File: config.mk
export PLATFORM = sky130hd
export DESIGN_NAME = ib_mul_qs_seq_flat
export DESIGN_NICKNAME = d
export VERILOG_FILES = /design/src/rtl/ib_mul_qs_seq_if.sv /design/src/rtl/ib_mul_qs_seq.sv /design/src/flat_wrapper.sv
export SDC_FILE = /design/constraint.sdc
export NUM_CORES = 1
export LEC_CHECK = 0
export CAP_MARGIN = 20
export CORE_MARGIN = 2
export CORE_UTILIZATION = 35
export DETAILED_ROUTE_END_ITERATION = 8
export PLACE_DENSITY = 0.6
export SYNTH_ARGS = -nofsm -noshare
export SYNTH_HDL_FRONTEND = slang
export SYNTH_SLANG_ARGS = --single-unit
File: constraint.sdc
create_clock -name i_clk -period 3.3 [get_ports i_clk]
set_input_delay 0.495 -clock i_clk [delete_from_list [all_inputs] [get_ports i_clk]]
set_output_delay 0.495 -clock i_clk [all_outputs]
set_load 0.03 [all_outputs]
File: src/rtl/ib_mul_qs_seq_if.sv
// Operand/product handshake bundle for ib_mul_qs_seq.
//   slave  : the multiplier side (takes operands, returns the product)
//   master : the requester side (drives operands, takes the product)
// Signals:
//   i_valid / o_ready : operand pair handshake, i_a and i_b are WIDTH-bit unsigned
//   o_valid / i_ready : product handshake, o_c is 2*WIDTH-bit unsigned
//   o_busy            : multiplier is not idle
interface ib_mul_qs_seq_if #(
    parameter int WIDTH = 8
);
    logic               i_valid;
    logic               o_ready;
    logic [WIDTH-1:0]   i_a;
    logic [WIDTH-1:0]   i_b;
    logic               o_valid;
    logic               i_ready;
    logic [2*WIDTH-1:0] o_c;
    logic               o_busy;

    modport slave (
        input  i_valid, i_a, i_b, i_ready,
        output o_ready, o_valid, o_c, o_busy
    );

    modport master (
        output i_valid, i_a, i_b, i_ready,
        input  o_ready, o_valid, o_c, o_busy
    );
endinterface

File: src/rtl/ib_mul_qs_seq.sv
// Sequential unsigned multiplier using quarter squares:
//   a*b = ((a+b)^2 - |a-b|^2) / 4
// Both squares go through one shift-add squarer that looks at one bit of the
// squared operand per cycle, LSB first. The sum square is added into the
// accumulator, the difference square is subtracted from it, so the product
// falls out of the accumulator with the two low bits dropped.
// Ports:
//   i_clk : rising-edge clock
//   i_rst : asynchronous active-high reset
//   bus   : ib_mul_qs_seq_if slave modport (operand in, product out, busy)
//
//   state | meaning
//   ------+--------------------------------------------------------------
//   IDLE  | o_ready high, waiting for an operand pair
//   SQS   | WIDTH+1 cycles adding (a+b)^2 into the accumulator
//   SQD   | WIDTH cycles subtracting |a-b|^2 from the accumulator
//   DONE  | o_valid high with o_c loaded, waiting for i_ready
module ib_mul_qs_seq #(
    parameter int WIDTH = 8
) (
    input  logic              i_clk,
    input  logic              i_rst,
    ib_mul_qs_seq_if.slave    bus
);
    localparam int ACC_W = 2*WIDTH + 2;
    localparam int CNT_W = $clog2(WIDTH + 1) + 1;

    typedef enum logic [1:0] {IDLE, SQS, SQD, DONE} state_t;

    state_t             state_q;
    logic               ready_q;
    logic               valid_q;
    logic               busy_q;
    logic [2*WIDTH-1:0] c_q;
    logic [ACC_W-1:0]   acc_q;
    logic [ACC_W-1:0]   mcand_q;
    logic [WIDTH:0]     mplier_q;
    logic [WIDTH-1:0]   d_q;
    logic [CNT_W-1:0]   cnt_q;

    logic [WIDTH:0]     s_sum;
    logic [WIDTH-1:0]   d_abs;
    logic [ACC_W-1:0]   term;
    logic [ACC_W-1:0]   sum_add;
    logic [ACC_W-1:0]   sum_sub;

    always_comb begin
        s_sum   = {1'b0, bus.i_a} + {1'b0, bus.i_b};
        d_abs   = (bus.i_a >= bus.i_b) ? (bus.i_a - bus.i_b) : (bus.i_b - bus.i_a);
        term    = mplier_q[0] ? mcand_q : '0;
        sum_add = acc_q + term;
        // s^2 >= d^2 and the partial sums of d^2 only grow, so this never wraps
        // below the final value.
        sum_sub = acc_q - term;
    end

    always_ff @(posedge i_clk or posedge i_rst) begin
        if (i_rst) begin
            state_q  <= IDLE;
            ready_q  <= 1'b1;
            valid_q  <= 1'b0;
            busy_q   <= 1'b0;
            c_q      <= '0;
            acc_q    <= '0;
            mcand_q  <= '0;
            mplier_q <= '0;
            d_q      <= '0;
            cnt_q    <= '0;
        end else begin
            case (state_q)
                IDLE: begin
                    if (bus.i_valid && ready_q) begin
                        state_q  <= SQS;
                        ready_q  <= 1'b0;
                        busy_q   <= 1'b1;
                        acc_q    <= '0;
                        mplier_q <= s_sum;
                        mcand_q  <= ACC_W'(s_sum);
                        d_q      <= d_abs;
                        cnt_q    <= CNT_W'(WIDTH);
                    end
                end
                SQS: begin
                    acc_q <= sum_add;
                    if (cnt_q == '0) begin
                        // Reload the shared squarer with |a-b|.
                        state_q  <= SQD;
                        mplier_q <= {1'b0, d_q};
                        mcand_q  <= ACC_W'(d_q);
                        cnt_q    <= CNT_W'(WIDTH - 1);
                    end else begin
                        mplier_q <= mplier_q >> 1;
                        mcand_q  <= mcand_q << 1;
                        cnt_q    <= cnt_q - CNT_W'(1);
                    end
                end
                SQD: begin
                    acc_q    <= sum_sub;
                    mplier_q <= mplier_q >> 1;
                    mcand_q  <= mcand_q << 1;
                    cnt_q    <= cnt_q - CNT_W'(1);
                    if (cnt_q == '0) begin
                        // The difference of squares is always a multiple of 4.
                        state_q <= DONE;
                        c_q     <= sum_sub[ACC_W-1:2];
                        valid_q <= 1'b1;
                    end
                end
                DONE: begin
                    if (bus.i_ready) begin
                        state_q <= IDLE;
                        valid_q <= 1'b0;
                        ready_q <= 1'b1;
                        busy_q  <= 1'b0;
                    end
                end
                default: begin
                    state_q <= IDLE;
                    ready_q <= 1'b1;
                    valid_q <= 1'b0;
                    busy_q  <= 1'b0;
                end
            endcase
        end
    end

    assign bus.o_ready = ready_q;
    assign bus.o_valid = valid_q;
    assign bus.o_busy  = busy_q;
    assign bus.o_c     = c_q;
endmodule

File: src/flat_wrapper.sv
// flat-port wrapper written by rule: the top's interface ports become plain ports
module ib_mul_qs_seq_flat 
#(
    parameter int WIDTH = 8
)
  (i_clk, i_rst, bus_i_valid, bus_i_a, bus_i_b, bus_i_ready, bus_o_ready, bus_o_valid, bus_o_c, bus_o_busy);
  ib_mul_qs_seq_if #(.WIDTH(WIDTH)) bus_i ();
  input  logic i_clk;
  input  logic i_rst;
  input wire logic [$bits(bus_i.i_valid)-1:0] bus_i_valid;
  input wire logic [$bits(bus_i.i_a)-1:0] bus_i_a;
  input wire logic [$bits(bus_i.i_b)-1:0] bus_i_b;
  input wire logic [$bits(bus_i.i_ready)-1:0] bus_i_ready;
  output wire logic [$bits(bus_i.o_ready)-1:0] bus_o_ready;
  output wire logic [$bits(bus_i.o_valid)-1:0] bus_o_valid;
  output wire logic [$bits(bus_i.o_c)-1:0] bus_o_c;
  output wire logic [$bits(bus_i.o_busy)-1:0] bus_o_busy;
  assign bus_i.i_valid = bus_i_valid;
  assign bus_i.i_a = bus_i_a;
  assign bus_i.i_b = bus_i_b;
  assign bus_i.i_ready = bus_i_ready;
  assign bus_o_ready = bus_i.o_ready;
  assign bus_o_valid = bus_i.o_valid;
  assign bus_o_c = bus_i.o_c;
  assign bus_o_busy = bus_i.o_busy;
  ib_mul_qs_seq #(.WIDTH(WIDTH)) u_core (.i_clk(i_clk), .i_rst(i_rst), .bus(bus_i));
endmodule
==> impl_metrics.tcl, run 1 <==
set metrics [dict create \
    start_kind "flip-flop" \
    drc 0 \
    syn_inst 744 \
    setup_violations 0 \
    syn_nets 836 \
    drtAntennaViolNets 0 \
    path_common_cell "nand2_1" \
    cp-end-kind "flip-flop" \
    numCtsBuffers 9 \
    synth_top_cell_area_share_pct 31.1 \
    min_period_over_period_pct 92.2 \
    slew_headroom_pct 45.6 \
    tightest_slew_ns 0.815 \
    n_antenna_cell 0 \
    grt.overflow.total 0 \
    synth_area_per_cell_um2 8.43 \
    p_per_area_nw_per_um2 924 \
    cts.clk_slew.worst_paths_ns 0.06 \
    synth-seq-cells 79 \
    synthArstFlopShare_pct 100 \
    ys_types 63 \
    finClkSkew_ns 0.0104 \
    globalplace.congestion 0.852 \
    min_path_type "flip-flop to flip-flop" \
    syn_area_um2 6270 \
    cp_top_family "compound AO/OA/AOI/OAI gates" \
    first_pass_iters 5 \
    grt.total_usage_pct 17.3 \
    dieHeight_um 138 \
    grt_pass1_vias 5140 \
    critPathRequiredTime_ns 3.54 \
    place_hpwl_mm 11.6 \
    layout_common_cells "103 x nand2_1, 78 x dfrtp_1, 67 x ha_1, 63 x inv_1, 61 x o21ai_0" \
    post_drt_wl_per_cell_um 15.2 \
    cts_tree "built" \
    grt_pass1_wl_mm 25.8 \
    worstHoldPathCells 2 \
    first_iter_violations 424 \
    initial_core_util_pct 36.0 \
    final_util_pct 41.8 \
    grt_start_max_net_pins 46 \
    synth-main-ff-cell "dfrtp_1" \
    cp_max_fo 12 \
    antenna_found_initial 0 \
    area_growth_pct 16.1 \
    fp.coreArea_um2 17400 \
    cp_data_arrival_time_ns 3.28 \
    ys_top_cells_by_area "dfrtp_1 31%, ha_1 13%, nand2_1 6.2%, o21ai_0 4.9%, a21oi_1 4.5%" \
    ys_seq_area_share_pct 31.6 \
    vdd_drop_max_uv 485 \
    port_buffers 38 \
    root_buffer "clkbuf_16" \
    yosys_warnings 0 \
    die_area_um2 19000 \
    htreeDepth 3 \
    die_w_um 138 \
    holdWs_ns 0.476 \
    critical_path_class "flip-flop to flip-flop" \
    crit_buf_inv 1 \
    drv_slew 0 \
    cts_max_path_buffers 2 \
    insertion_delay_ns 0.35 \
    p_leak_nw 3.46 \
    dp.cells 996 \
    reg2reg_depth 10 \
    final_common_cell "nand2_1" \
    cap_violations 0 \
    final-hold-violation-count 0 \
    final-instance-count-excl-fill 1012 \
    drive_above_1_share_pct 8.51 \
    clock_sinks 79 \
    wl_mm 15.4 \
    cp.depth 10 \
    ioPinCount 39 \
    ctsHoldBuffers 0 \
    outcome "finished, final reports clean" \
    placementRows 48 \
    critPathMaxStageDelay_ns 0.46 \
    path_cells "buf_4 > nand2_1 > ha_1 > nor4_2 > nand2_1 > o311ai_1 > o21ai_0 > a21oi_1 > o221ai_1 > a22o_1" \
    critPathSlowestCell "dfrtp_1" \
    vias 5286 \
    period_needed_ns 3.04 \
    final_nets 874 \
    synth_enable_flop_cells 0 \
    max_freq_mhz 329 \
    rsz0062_at_grt "false" \
    via_per_inst 5.22 \
    synth_area_leader_cell "dfrtp_1" \
    tns_ns 0 \
]
==> worst min-delay path, cell delays in order, from the launching register on <==
cell	delay [ns]
dfrtp_1	0.34
nand2_1	0.05
o21ai_0	0.06
==> power breakdown <==
part	internal [mW]	total (mW)	switching, mW	leakage, nW
registers	1.35	1.64	0.292	1.02
logic	1.66	4.12	2.46	2.31
clock network	0.548	0.960	0.412	0.134
total	3.56	6.72	3.16	3.46
==> layout make-up <==
| class | instances | area [µm²] |
|---|---|---|
| fillers | 1765 | 10100 |
| clock buffers | 11 | 253 |
| flip-flops and latches | 79 | 1980 |
| multi-input cells | 563 | 3910 |
| repair buffers | 64 | 576 |
| well taps | 225 | 282 |
| inverters | 65 | 245 |
| clock inverters | 5 | 32.5 |
==> stage by stage <==
step	power [mW]	area, µm²	setup WS, ns
detailed placement	5.77	6990	0.157
global placement	5.72	6990	0.205
CTS	6.76	7270	0.274
finish	6.72	7280	0.257
global route	7.28	7280	0.0336
floorplan	4.49	6270	0.374
==> synth_stat cells, drive strengths merged (3+ instances only) <==
cell type,n
a211oi,4
a21o,18
a21oi,58
a221o,10
a221oi,8
a22o,16
a22oi,9
a31oi,9
and2,5
and3,3
buf,10
clkbuf,27
dfrtp,78
fa,5
ha,67
inv,65
mux2,10
mux2i,4
nand2,103
nand2b,9
nand3,9
nand4,3
nor2,47
nor2b,10
nor3,5
o211ai,3
o21a,3
o21ai,63
o21bai,5
o221ai,6
o31ai,7
xnor2,28
xor2,8
==> cells by family (layout without fill, tap and decap cells) <==
| family | after synthesis | in the layout | synth area share [%] |
|---|---|---|---|
| DFF | 79 | 79 | 31.6 |
| buffers and inverters | 102 | 145 | 6.35 |
| adders and majority gates | 72 | 72 | 15.0 |
| xor gates and xnor gates | 36 | 36 | 5.03 |
| muxes | 14 | 14 | 2.43 |
| and+or+nand+nor | 202 | 202 | 14.0 |
| AOI/OAI and AO/OA | 239 | 239 | 25.6 |
==> flip-flops by register name (all words and copies together) (netlist names) <==
signal	flops
u_core.acc_q	18
u_core.mcand_q	18
u_core.bus.o_c	16
u_core.mplier_q	9
u_core.d_q	8
u_core.cnt_q	5
u_core.state_q	2
u_core.bus.o_busy	1
u_core.bus.o_ready	1
u_core.bus.o_valid	1
==> repair_timing <==
action	CTS	global route
gates resized for setup	0	1
setup endpoints to repair	0	1
buffers inserted	0	0
==> layer usage <==
metal | track usage, % | routed length [µm] | up-vias
met4 | 4.31 | 144 | 0
met2 | 27.7 | 6970 | 121
met5 | 0 | 0 | -
met3 | 3.24 | 735 | 11
met1 | 24.1 | 7540 | 2470
li1 | - | - | 2684
==> worst paths after layout <==
path / start / end / slack [ns]
min reg2reg: u_core.bus.o_c[13] / u_core.bus.o_c[13] / 0.48
min in group asynchronous: i_rst / u_core.state_q[0] / 0.62
max: u_core.mplier_q[0] / u_core.acc_q[16] / 0.26
max in group asynchronous: i_rst / u_core.bus.o_c[1] / 1.92
min: u_core.bus.o_c[13] / u_core.bus.o_c[13] / 0.48
max reg2reg: u_core.mplier_q[0] / u_core.acc_q[16] / 0.26
No activity file was read; power rests on OpenSTA's default activity.
==> run 2: changes to the inputs <==
--- a/config.mk
+++ b/config.mk
@@ -9,6 +9,7 @@
 export CORE_MARGIN = 2
 export CORE_UTILIZATION = 35
 export DETAILED_ROUTE_END_ITERATION = 8
+export MAX_ROUTING_LAYER = met4
 export PLACE_DENSITY = 0.6
 export SYNTH_ARGS = -nofsm -noshare
 export SYNTH_HDL_FRONTEND = slang
==> run 2 against run 1 <==
Net effect: worst setup slack improved by 0.0019 ns; critical endpoint unchanged; largest power group unchanged; non-clock buffer count unchanged; global-route usage increased by 0.49 points; sequential share of layout area unchanged; highest routed layer unchanged.
==> impl_metrics.tcl, run 2 (synthesized netlist as in run 1, its figures left out) <==
set metrics [dict create \
    outcome "finished, final reports clean" \
    cp-end-kind "flip-flop" \
    drive_above_1_share_pct 8.51 \
    htreeDepth 3 \
    post_cts_buffers 0 \
    first_pass_iters 7 \
    die_area_um2 19000 \
    path_common_cell "nand2_1" \
    holdWs_ns 0.476 \
    fin_ws_ns 0.259 \
    setup_violations 0 \
    grt_pass1_wl_mm 25.8 \
    placementRows 48 \
    globalplace.congestion 0.865 \
    root_buffer "clkbuf_16" \
    grt_start_max_net_pins 46 \
    drtAntennaViolNets 0 \
    drc 0 \
    p_leak_nw 3.46 \
    critical_path_class "flip-flop to flip-flop" \
    final_cell_area_um2 7280 \
    die_w_um 138 \
    ioPinCount 39 \
    min_period_over_period_pct 92.2 \
    dieHeight_um 138 \
    p_per_area_nw_per_um2 924 \
    port_buffers 38 \
    final_nets 874 \
    tightest_slew_ns 0.816 \
    area_growth_pct 16.1 \
    clock_sinks 79 \
    ctsHoldBuffers 0 \
    n_antenna_cell 0 \
    cts_max_path_buffers 2 \
    finClkSkew_ns 0.0114 \
    path_cells "buf_4 > nand2_1 > ha_1 > nor4_2 > nand2_1 > o311ai_1 > o21ai_0 > a21oi_1 > o221ai_1 > a22o_1" \
    final-hold-violation-count 0 \
    first_iter_violations 415 \
    cts.clk_slew.worst_paths_ns 0.06 \
    cp_data_arrival_time_ns 3.28 \
    layout_common_cells "103 x nand2_1, 78 x dfrtp_1, 67 x ha_1, 63 x inv_1, 61 x o21ai_0" \
    cts_tree "built" \
    tns_ns 0 \
    grt.overflow.total 0 \
    wl_mm 15.4 \
    critPathRequiredTime_ns 3.54 \
    insertion_delay_ns 0.35 \
    final_common_cell "nand2_1" \
    via_per_inst 5.23 \
    cp_max_fo 12 \
    cts_resized 0 \
    min_path_type "flip-flop to flip-flop" \
    cap_violations 0 \
    max_freq_mhz 329 \
    slew_headroom_pct 45.5 \
    antenna_found_initial 0 \
    post_drt_wl_per_cell_um 15.3 \
    final-instance-count-excl-fill 1012 \
    placed_area_um2 6990 \
    critPathSlowestCell "dfrtp_1" \
    initial_core_util_pct 36.0 \
    critPathMaxStageDelay_ns 0.46 \
    start_kind "flip-flop" \
    drv_slew 0 \
    period_needed_ns 3.04 \
    numCtsBuffers 9 \
    rsz0062_at_grt "false" \
    grt_pass1_vias 5141 \
    vdd_drop_max_uv 486 \
    dpl_worst_slack_ns 0.157 \
    vias 5296 \
    place_hpwl_mm 11.6 \
    dp.cells 996 \
    grt.total_usage_pct 17.8 \
    fp.coreArea_um2 17400 \
]
-- run 2: critical path: cells and delay by family (launching register included) --
family | cells | cell delay (ns)
compound gates | 5 | 1.22
buf+inv | 1 | 0.23
fa+ha+maj | 1 | 0.38
simple gates | 3 | 0.63
flops | 1 | 0.46
-- run 2: area by class of cell --
type / count / area [µm²]
Fill cell: 1765 / 10100
Multi-Input combinational cell: 563 / 3910
Sequential cell: 79 / 1980
Timing Repair Buffer: 64 / 576
Tap cell: 225 / 282
Clock buffer: 11 / 253
Inverter: 65 / 245
Clock inverter: 5 / 32.5
-- run 2: path summary, 6_finish.rpt --
kind / cells after the start / slack, ns / endpoint / from
worst max-delay path: 10 / 0.26 / u_core.acc_q[16] / u_core.mplier_q[0]
worst min-delay path: 2 / 0.48 / u_core.bus.o_c[13] / u_core.bus.o_c[13]
worst max register to register: 10 / 0.26 / u_core.acc_q[16] / u_core.mplier_q[0]
worst min register to register: 2 / 0.48 / u_core.bus.o_c[13] / u_core.bus.o_c[13]
max in group asynchronous: 3 / 1.92 / u_core.bus.o_c[1] / i_rst
min in group asynchronous: 2 / 0.62 / u_core.state_q[0] / i_rst
-- run 2: power by group --
group	switching, mW	internal [mW]
clock	0.413	0.547
sequential	0.292	1.35
combinational	2.46	1.66
total	3.16	3.56
-- run 2: routing by layer --
metal | vias to the layer above | routed length (µm) | GRT usage (%)
li1 | 2687 | - | -
met4 | 0 | 138 | 3.97
met1 | 2482 | 7690 | 24.2
met3 | 10 | 607 | 3.24
met2 | 117 | 7010 | 27.7
met5 | - | 0 | -
-- run 2: metrics by stage --
step                      power, mW  utilization (%)
final                          6.72             41.8
after global routing           7.28             41.8
after CTS                      6.76             41.7
after detailed placement       5.77             40.1
after global placement         5.72             40.1
after floorplan                4.49                -
